[config.mk]
export PLATFORM = sky130hd
export DESIGN_NAME = sobel_axis_tx
export DESIGN_NICKNAME = d
export VERILOG_FILES = /design/src/rtl/sobel_axis_tx.sv
export SDC_FILE = /design/constraint.sdc
export NUM_CORES = 2
export LEC_CHECK = 0
export BUFFER_PORTS_ARGS = -buffer_cell sky130_fd_sc_hd__buf_2
export CORE_UTILIZATION = 44
export CTS_CLUSTER_DIAMETER = 50
export DETAILED_ROUTE_END_ITERATION = 16
export GPL_TIMING_DRIVEN = 0
export PLACE_DENSITY_LB_ADDON = 0.08
export SLEW_MARGIN = 20
export SYNTH_ARGS = -nofsm -noshare
export SYNTH_HDL_FRONTEND = slang
export SYNTH_SLANG_ARGS = --single-unit
[constraint.sdc]
create_clock -name clk -period 10.55 [get_ports clk]
set_input_delay 0.5275 -clock clk [delete_from_list [all_inputs] [get_ports clk]]
set_output_delay 0.5275 -clock clk [all_outputs]
set_load 0.05 [all_outputs]
[src/rtl/sobel_axis_tx.sv]
// -----------------------------------------------------------------------------
// sobel_axis_tx
//
// Egress stage of the stall-driven Sobel filter. It keeps a token line that
// shadows the filter pipeline, so it knows which pipe_data beats are real. It
// captures those beats into a first-word-fall-through skid FIFO and presents
// them as an AXI4-Stream master. tlast marks the end of an image row and tuser
// marks the first beat of a frame. It also drives the shared pipeline stall
// from a credit check, so backpressure from the sink never loses a beat.
//
// Optional feature: define SOBEL_TX_CHECK_EN to add the sticky err_ovf output.
// This flag reports FIFO or in-flight counter over/underflow. The datapath and
// cycle timing are the same whether or not the macro is defined.
//
// Ports:
//   clk            clock
//   aresetn        synchronous active-low reset
//   src_valid      upstream has a beat at the filter input this cycle
//   pipe_data      filter output beat (meaningful only when a token arrives)
//   stall          1 = freeze every filter stage and the source
//   m_axis_tdata   output beat
//   m_axis_tvalid  output beat valid
//   m_axis_tready  sink ready
//   m_axis_tlast   last beat of an image row
//   m_axis_tuser   first beat of a frame
//   err_ovf        sticky over/underflow flag (only with SOBEL_TX_CHECK_EN)
// -----------------------------------------------------------------------------
module sobel_axis_tx #(
   parameter int PIXELS_PER_BEAT = 16,
   parameter int IMAGE_DIM       = 512,
   parameter int DATA_WIDTH      = 8 * PIXELS_PER_BEAT,
   parameter int PIPE_LATENCY    = 20,
   parameter int FIFO_DEPTH      = 32
) (
   input  logic                  clk,
   input  logic                  aresetn,
   input  logic                  src_valid,
   input  logic [DATA_WIDTH-1:0] pipe_data,
   output logic                  stall,
   output logic [DATA_WIDTH-1:0] m_axis_tdata,
   output logic                  m_axis_tvalid,
   input  logic                  m_axis_tready,
   output logic                  m_axis_tlast,
   output logic                  m_axis_tuser
`ifdef SOBEL_TX_CHECK_EN
   ,
   output logic                  err_ovf
`endif
);

   localparam int BEATS_PER_ROW = IMAGE_DIM / PIXELS_PER_BEAT;
   localparam int CNT_W = $clog2(FIFO_DEPTH + PIPE_LATENCY + 1);
   localparam int PTR_W = $clog2(FIFO_DEPTH);
   localparam int COL_W = (BEATS_PER_ROW > 1) ? $clog2(BEATS_PER_ROW) : 1;
   localparam int ROW_W = (IMAGE_DIM > 1) ? $clog2(IMAGE_DIM) : 1;

   logic [PIPE_LATENCY-1:0] tok;
   logic [PIPE_LATENCY-1:0] tok_next;
   logic                    tok_out;
   logic                    take;
   logic                    wr;
   logic                    rd;
   logic                    credit_full;
   logic [CNT_W-1:0]        inflight;
   logic [CNT_W-1:0]        fifo_count;
   logic [PTR_W-1:0]        wr_ptr;
   logic [PTR_W-1:0]        rd_ptr;
   logic [DATA_WIDTH-1:0]   mem [FIFO_DEPTH];
   logic [COL_W-1:0]        col;
   logic [ROW_W-1:0]        row;
   logic                    col_last;
   logic                    row_last;

   // The sum of buffered beats and beats still inside the filter is the total
   // number of beats that will eventually need FIFO space. Refusing new input
   // once that sum reaches the FIFO depth makes overflow impossible, even
   // when the sink stalls for a long time.
   assign credit_full = (fifo_count + inflight) >= CNT_W'(FIFO_DEPTH);
   assign stall       = ~src_valid | credit_full;
   assign take        = src_valid & ~stall;
   assign tok_out     = tok[PIPE_LATENCY-1];
   assign wr          = tok_out & ~stall;
   assign rd          = m_axis_tvalid & m_axis_tready;

   // The FIFO head is read straight from registered storage. A beat written at
   // cycle N is therefore visible from cycle N+1.
   assign m_axis_tvalid = (fifo_count != '0);
   assign m_axis_tdata  = mem[rd_ptr];

   // Framing flags are decoded from the counters of the head beat. They are
   // gated with tvalid so they read 0 whenever nothing is presented.
   assign col_last     = (col == COL_W'(BEATS_PER_ROW - 1));
   assign row_last     = (row == ROW_W'(IMAGE_DIM - 1));
   assign m_axis_tlast = m_axis_tvalid & col_last;
   assign m_axis_tuser = m_axis_tvalid & (col == '0) & (row == '0);

   // Next value of the token line. A new token enters at bit 0 and the oldest
   // token leaves at the top. The line only moves when the filter moves.
   always_comb begin
      tok_next    = '0;
      tok_next[0] = take;
      for (int i = 1; i < PIPE_LATENCY; i++) begin
         tok_next[i] = tok[i-1];
      end
   end

   // FIFO storage has no reset. Only the pointers and the count decide which
   // entries are meaningful.
   always_ff @(posedge clk) begin
      if (wr) begin
         mem[wr_ptr] <= pipe_data;
      end
   end

   // Control state. The token line, the in-flight counter, the FIFO pointers
   // and count, and the framing counters are all cleared together. A reset in
   // the middle of a frame therefore drops every pending beat and restarts
   // the frame.
   always_ff @(posedge clk) begin
      if (!aresetn) begin
         tok        <= '0;
         inflight   <= '0;
         fifo_count <= '0;
         wr_ptr     <= '0;
         rd_ptr     <= '0;
         col        <= '0;
         row        <= '0;
      end else begin
         if (!stall) begin
            tok <= tok_next;
         end

         case ({take, wr})
            2'b10:   inflight <= inflight + CNT_W'(1);
            2'b01:   inflight <= inflight - CNT_W'(1);
            default: inflight <= inflight;
         endcase

         case ({wr, rd})
            2'b10:   fifo_count <= fifo_count + CNT_W'(1);
            2'b01:   fifo_count <= fifo_count - CNT_W'(1);
            default: fifo_count <= fifo_count;
         endcase

         if (wr) begin
            wr_ptr <= wr_ptr + PTR_W'(1);
         end
         if (rd) begin
            rd_ptr <= rd_ptr + PTR_W'(1);
         end

         if (rd) begin
            if (col_last) begin
               col <= '0;
               row <= row_last ? '0 : row + ROW_W'(1);
            end else begin
               col <= col + COL_W'(1);
            end
         end
      end
   end

`ifdef SOBEL_TX_CHECK_EN
   // Sticky consistency flag. The credit rule should keep all of these
   // conditions unreachable. If one ever fires, something upstream broke the
   // stall contract.
   always_ff @(posedge clk) begin
      if (!aresetn) begin
         err_ovf <= 1'b0;
      end else if ((wr && fifo_count == CNT_W'(FIFO_DEPTH)) ||
                   (rd && fifo_count == '0) ||
                   (take && !wr && inflight == CNT_W'(PIPE_LATENCY)) ||
                   (wr && !take && inflight == '0)) begin
         err_ovf <= 1'b1;
      end
   end
`endif

endmodule

# ---- Word level (Yosys, flattened, before mapping)
# Memories as Yosys holds them, arrays and structs flattened. A register that Yosys moved wholly into a read port is not among the register bits.
# Cells that the tools add are included.
dict set report classes {
  addsub 9
  mul 0
  div_mod_pow 0
  magnitude_cmp 1
  n_eq_ne 6
  shift 0
  mux 8
  bitwise_logic 9
  reduce_logical 6
}
# cell n
set op_table {}
lappend op_table {{$pmux 6 s2} 2}
lappend op_table {{$add 5x1->5 const B} 3}
lappend op_table {{$mux 5} 3}
lappend op_table {{$add 6x1->6 const B} 2}
lappend op_table {{$sub 6x1->6 const B} 2}
lappend op_table {{$add 9x1->9 const B} 1}
lappend op_table {{$eq 9x9->1 const B} 1}
lappend op_table {{$logic_not 9->1} 1}
lappend op_table {{$mux 9} 1}
lappend op_table {{$add 6x6->6} 1}
lappend op_table {{$and 1x1->1} 6}
lappend op_table {{$ge 6x6->1 const B} 1}
lappend op_table {{$reduce_bool 6->1} 1}
lappend op_table {{$eq 5x5->1 const B} 1}
lappend op_table {{$logic_not 5->1} 1}
lappend op_table {{$eq 2x1->1 const B} 2}
lappend op_table {{$eq 2x2->1 const B} 2}
lappend op_table {{$reduce_bool 2->1} 2}
lappend op_table {{$mux 1} 2}
lappend op_table {{$not 1->1} 2}
lappend op_table {{$reduce_and 2->1} 1}
lappend op_table {{$or 1x1->1} 1}
dict set report word_totals {
  regBits 56
  latchBits 0
  ram_bits 4096
  romBits 0
  output_inout_bits 132
  word_cells 47
  mem_count 1
}
# memory depth word_bits read_ports rd_ports_with_merged_regs write_ports line_no
set memory_table {}
lappend memory_table {mem 32 128 1 1 1 68} ;# logic [DATA_WIDTH-1:0] mem [FIFO_DEPTH];

# ---- Depth between registers and ports, before layout
dict set report logic_depth {
  ltp_word 7
  mapped_depth 15
  ltp_nobuf 14
}

# ---- Least setup slack after synthesis
# OpenSTA, ideal clock, no wires.
dict set report synth_path {
  path_type {reg2reg}
  start {reg fifo_count[4]}
  end {mem mem[23][0] in the netlist's numbering, enable pin}
  setup_ps 631
  arrival_ps 7288
  t_required_ps 9919
  path_slack_ps 2630
  path_stages_with_launch 7
  path_buffers 0
  period_less_slack_ps 7920
  path_cell_list {dfxtp_1 -> ha_1 -> and2_1 -> a221o_1 -> nor4_1 -> nor2_1 -> nor2b_1}
}
dict set report synth_via {
  elab_chain_len 7
}
# item line_no
set synth_lines {}
lappend synth_lines {{start, declared} 65} ;# logic [CNT_W-1:0] fifo_count;
lappend synth_lines {{start signal, assigned} 140} ;# 2'b10: fifo_count <= fifo_count + CNT_W'(1);
lappend synth_lines {{start signal, assigned} 141} ;# 2'b01: fifo_count <= fifo_count - CNT_W'(1);
lappend synth_lines {{start signal, assigned} 142} ;# default: fifo_count <= fifo_count;
lappend synth_lines {{$add 6x6->6} 78} ;# assign credit_full = (fifo_count + inflight) >= CNT_W'(FIFO_DEPTH);
lappend synth_lines {{$ge 6x6->1} 78}
lappend synth_lines {{$or 1x1->1} 79} ;# assign stall = ~src_valid | credit_full;
lappend synth_lines {{$not 1->1} 82} ;# assign wr = tok_out & ~stall;
lappend synth_lines {{$and 1x1->1} 82}
lappend synth_lines {{$mux 1} 110} ;# if (wr) begin
lappend synth_lines {{$mux 1 (not written as such)} 111} ;# mem[wr_ptr] <= pipe_data;
lappend synth_lines {{end, declared} 68}
# Every way passes these cells.

==> out/results.ini <==
[status]
status = completed

[route]
drtIter0Drc = 7684
wl_um = 425000
num_vias = 79700
ant_nets = 0
avgViaCountPerCell = 5.77
route.detailed.drc = 0
drtPass1Iterations = 6
wl_per_cell_um = 30.7

[clock_tree]
cts_buffer_depth = 4
root_buffer = clkbuf_16
postCtsSetupRepairBufs = 0
cts.sinks = 4157
path_clk_slew_ns = 0.06
cts_tree = yes
cts-resized-gates = 0
htreeDepth = 5
cts_buffers = 478
clk_latency_ns = 0.98

[global_route]
grt_pass1_wl_um = 601000
grt_pass1_vias = 80900
grt_usage_pct = 23.3
grt_max_degree = 57
antenna_found_initial = 46
grt.overflow.total = 0

[pwr]
power_density_nw_per_um2 = 208
p_leak_nw = 56.5
total_power_mw = 38.7
peakVddDrop_mv = 0.160

[placed_design]
placedCellCount = 12800
placed_area_um2 = 169000
dp_hpwl_um = 281000
pre_cts_slack_ns = 5.82
port_buffers = 262
gp_congestion = 0.745

[finish]
finalNonFillerCells = 13800
final_common_cell = edfxtp_1
syn_to_final_growth_pct = 17.7
final_layout_size_suffix_gt1_share_pct = 21.3
layout_common_cells = 4,096 x edfxtp_1, 1,052 x mux2i_1, 750 x a22oi_1, 512 x mux4_2, 483 x clkbuf_16
final_cell_area_um2 = 186000
utilization_pct = 52.1
final_nets = 8777
n_fill_cell = 28200

[sta]
max_freq_ghz = 0.176
holdWs_ns = 0.0611
worst_slack_ns = 4.86
max_slew_margin_pct = 13.9
finalCritPeriodShare_pct = 53.9
hold_viol_final = 0
slew_violations = 0
setup_viol = 0
fin_crit_ns = 5.69
worstMarginPinSlew_ns = 1.29
fin_setup_tns_ns = 0
fin_skew_ns = 0.0366
rsz0062_at_grt = no

[worst_setup_path]
r2r-end = fifo_count[4]
r2r_slack_ns = 6.42
startpoint_type = register
crit_buf_inv = 6
crit_fanout = 12
regToRegStartpoint = fifo_count[4]
path_cells = buf_2 > buf_2 > buf_2 > buf_2 > nor2_2 > buf_2 > a22oi_1 > nand3_1 > nand4_1 > buf_2
required_ns = 10.02
worstSetupPathType = register to primary output
worstSetupEndpointType = primary output
cp_top_family = buffers and inverters
cpMostUsedCell = buf_2
crit_path_max_incr_delay_ns = 0.73
crit_slowest_cell = buf_2
worst_ep_arrival_time_ns = 5.16
reg2regPathDepth = 15

[floorplan]
die_w_um = 601
die_area_um2 = 361000
start_util_pct = 44.3
num_rows = 219
ios = 264
die-height_um = 601
core_area_um2 = 356000

[min_path]
holdPathStages = 1
worst_hold_startpoint = pipe_data[96]
hp-class = primary input to register
min_to = mem[7][96]

[synthesis]
synth.area.top_cells = edfxtp_1 78%, mux4_2 7.3%, mux2i_1 6.7%
ys_ff_latch = 4157
synth_area_leader_cell = edfxtp_1
syn-num-nets = 7791
synth_top_cell_area_share_pct = 77.9
synth_cell_type_count = 53
async_flop_share_pct = 0
synth.avg_cell_area_um2 = 20.7
synthesis.area_um2 = 158000
seq_area_frac_synth_pct = 78.6
synth-edff-count = 4096
synth_warnings = 0
ys.flop_type = edfxtp_1
synthCells = 7635

[flow_run]
drv_cap = 0

final cells by class:
| type | count | area (um^2) | share of cell area (%) |
|---|---|---|---|
| sequential | 4157 | 124000 | 66.8 |
| buffer | 445 | 1980 | 1.06 |
| multi-input combinational | 3018 | 31900 | 17.2 |
| inverter | 15 | 63.8 | 0.0343 |
| tap | 4751 | 5940 | 3.20 |
| timing repair buffer | 506 | 6040 | 3.25 |
| antenna | 32 | 80.1 | 0.0431 |
| clock buffer | 551 | 12400 | 6.64 |
| clock inverter | 338 | 3330 | 1.79 |
metal layers:
metal	share of wire, %	track usage (%)
met4	2.3	5.72
met1	43	32.6
met3	5.7	2.90
met2	49	38.9
met5	0.0035	0
worst max path at each step:
stage	slack (ns)	startpoint	endpoint	depth (start not counted)
global placement	-5.55	fifo_count[4]	mem[7][73]	6
detailed placement	5.82	register	m_axis_tdata[81]	10
global route	4.71	register	m_axis_tdata[63]	10
floorplan	2.63	fifo_count[4]	mem[23][0]	6
finish	4.86	register	m_axis_tdata[112]	10
CTS	4.75	register	m_axis_tdata[81]	10
Yosys cell counts, types with 27 or more instances:
cell type	n
nor2_1	34
and2_1	29
a21oi_1	40
edfxtp_1	4096
mux4_2	512
buf_1	27
buf_2	172
clkbuf_1	243
a22oi_1	750
nand3_1	268
dfxtp_1	61
nand4_1	134
nand2_1	52
mux2i_1	1052
nor2b_1	34
logic make-up (layout without fill, tap and decap cells):
logic type	after synthesis	after routing	synth area share, %
flops	4157	4157	78.6
fa+ha+maj	24	24	0.190
compound gates	819	819	3.84
xor+xnor	20	20	0.111
simple gates	591	591	2.00
other cells	0	32	0
mux	1564	1564	14.0
buf+inv	460	1855	1.24
worst reg2reg max path, delay by kind of cell, from the launching register on:
family / cells / cell delay [ns]
buf+inv: 3 / 0.36
fa+ha+maj: 3 / 0.76
simple gates: 4 / 1.39
flops: 1 / 0.46
xor+xnor: 1 / 0.19
compound gates: 4 / 0.86
flip-flops by register name, indices dropped and copies added, names as in the netlist, named ones only:
name and flops:
mem 4096, row 9, wr_ptr 5, col 5, inflight 6, fifo_count 6
rd_ptr 5, tok 20
where the power goes:
group	internal [mW]	switching (mW)	leakage, nW
clock	9.70	6.64	7.62
sequential	18.1	0.0157	37.3
combinational	1.45	2.79	11.5
repair_timing:
action / 4_1_cts / 5_1_grt
hold buffers: 79 / 0
setup endpoints to repair: 0 / 0
hold endpoints to repair: 1851 / 0
(Power assumes the default switching activity.)
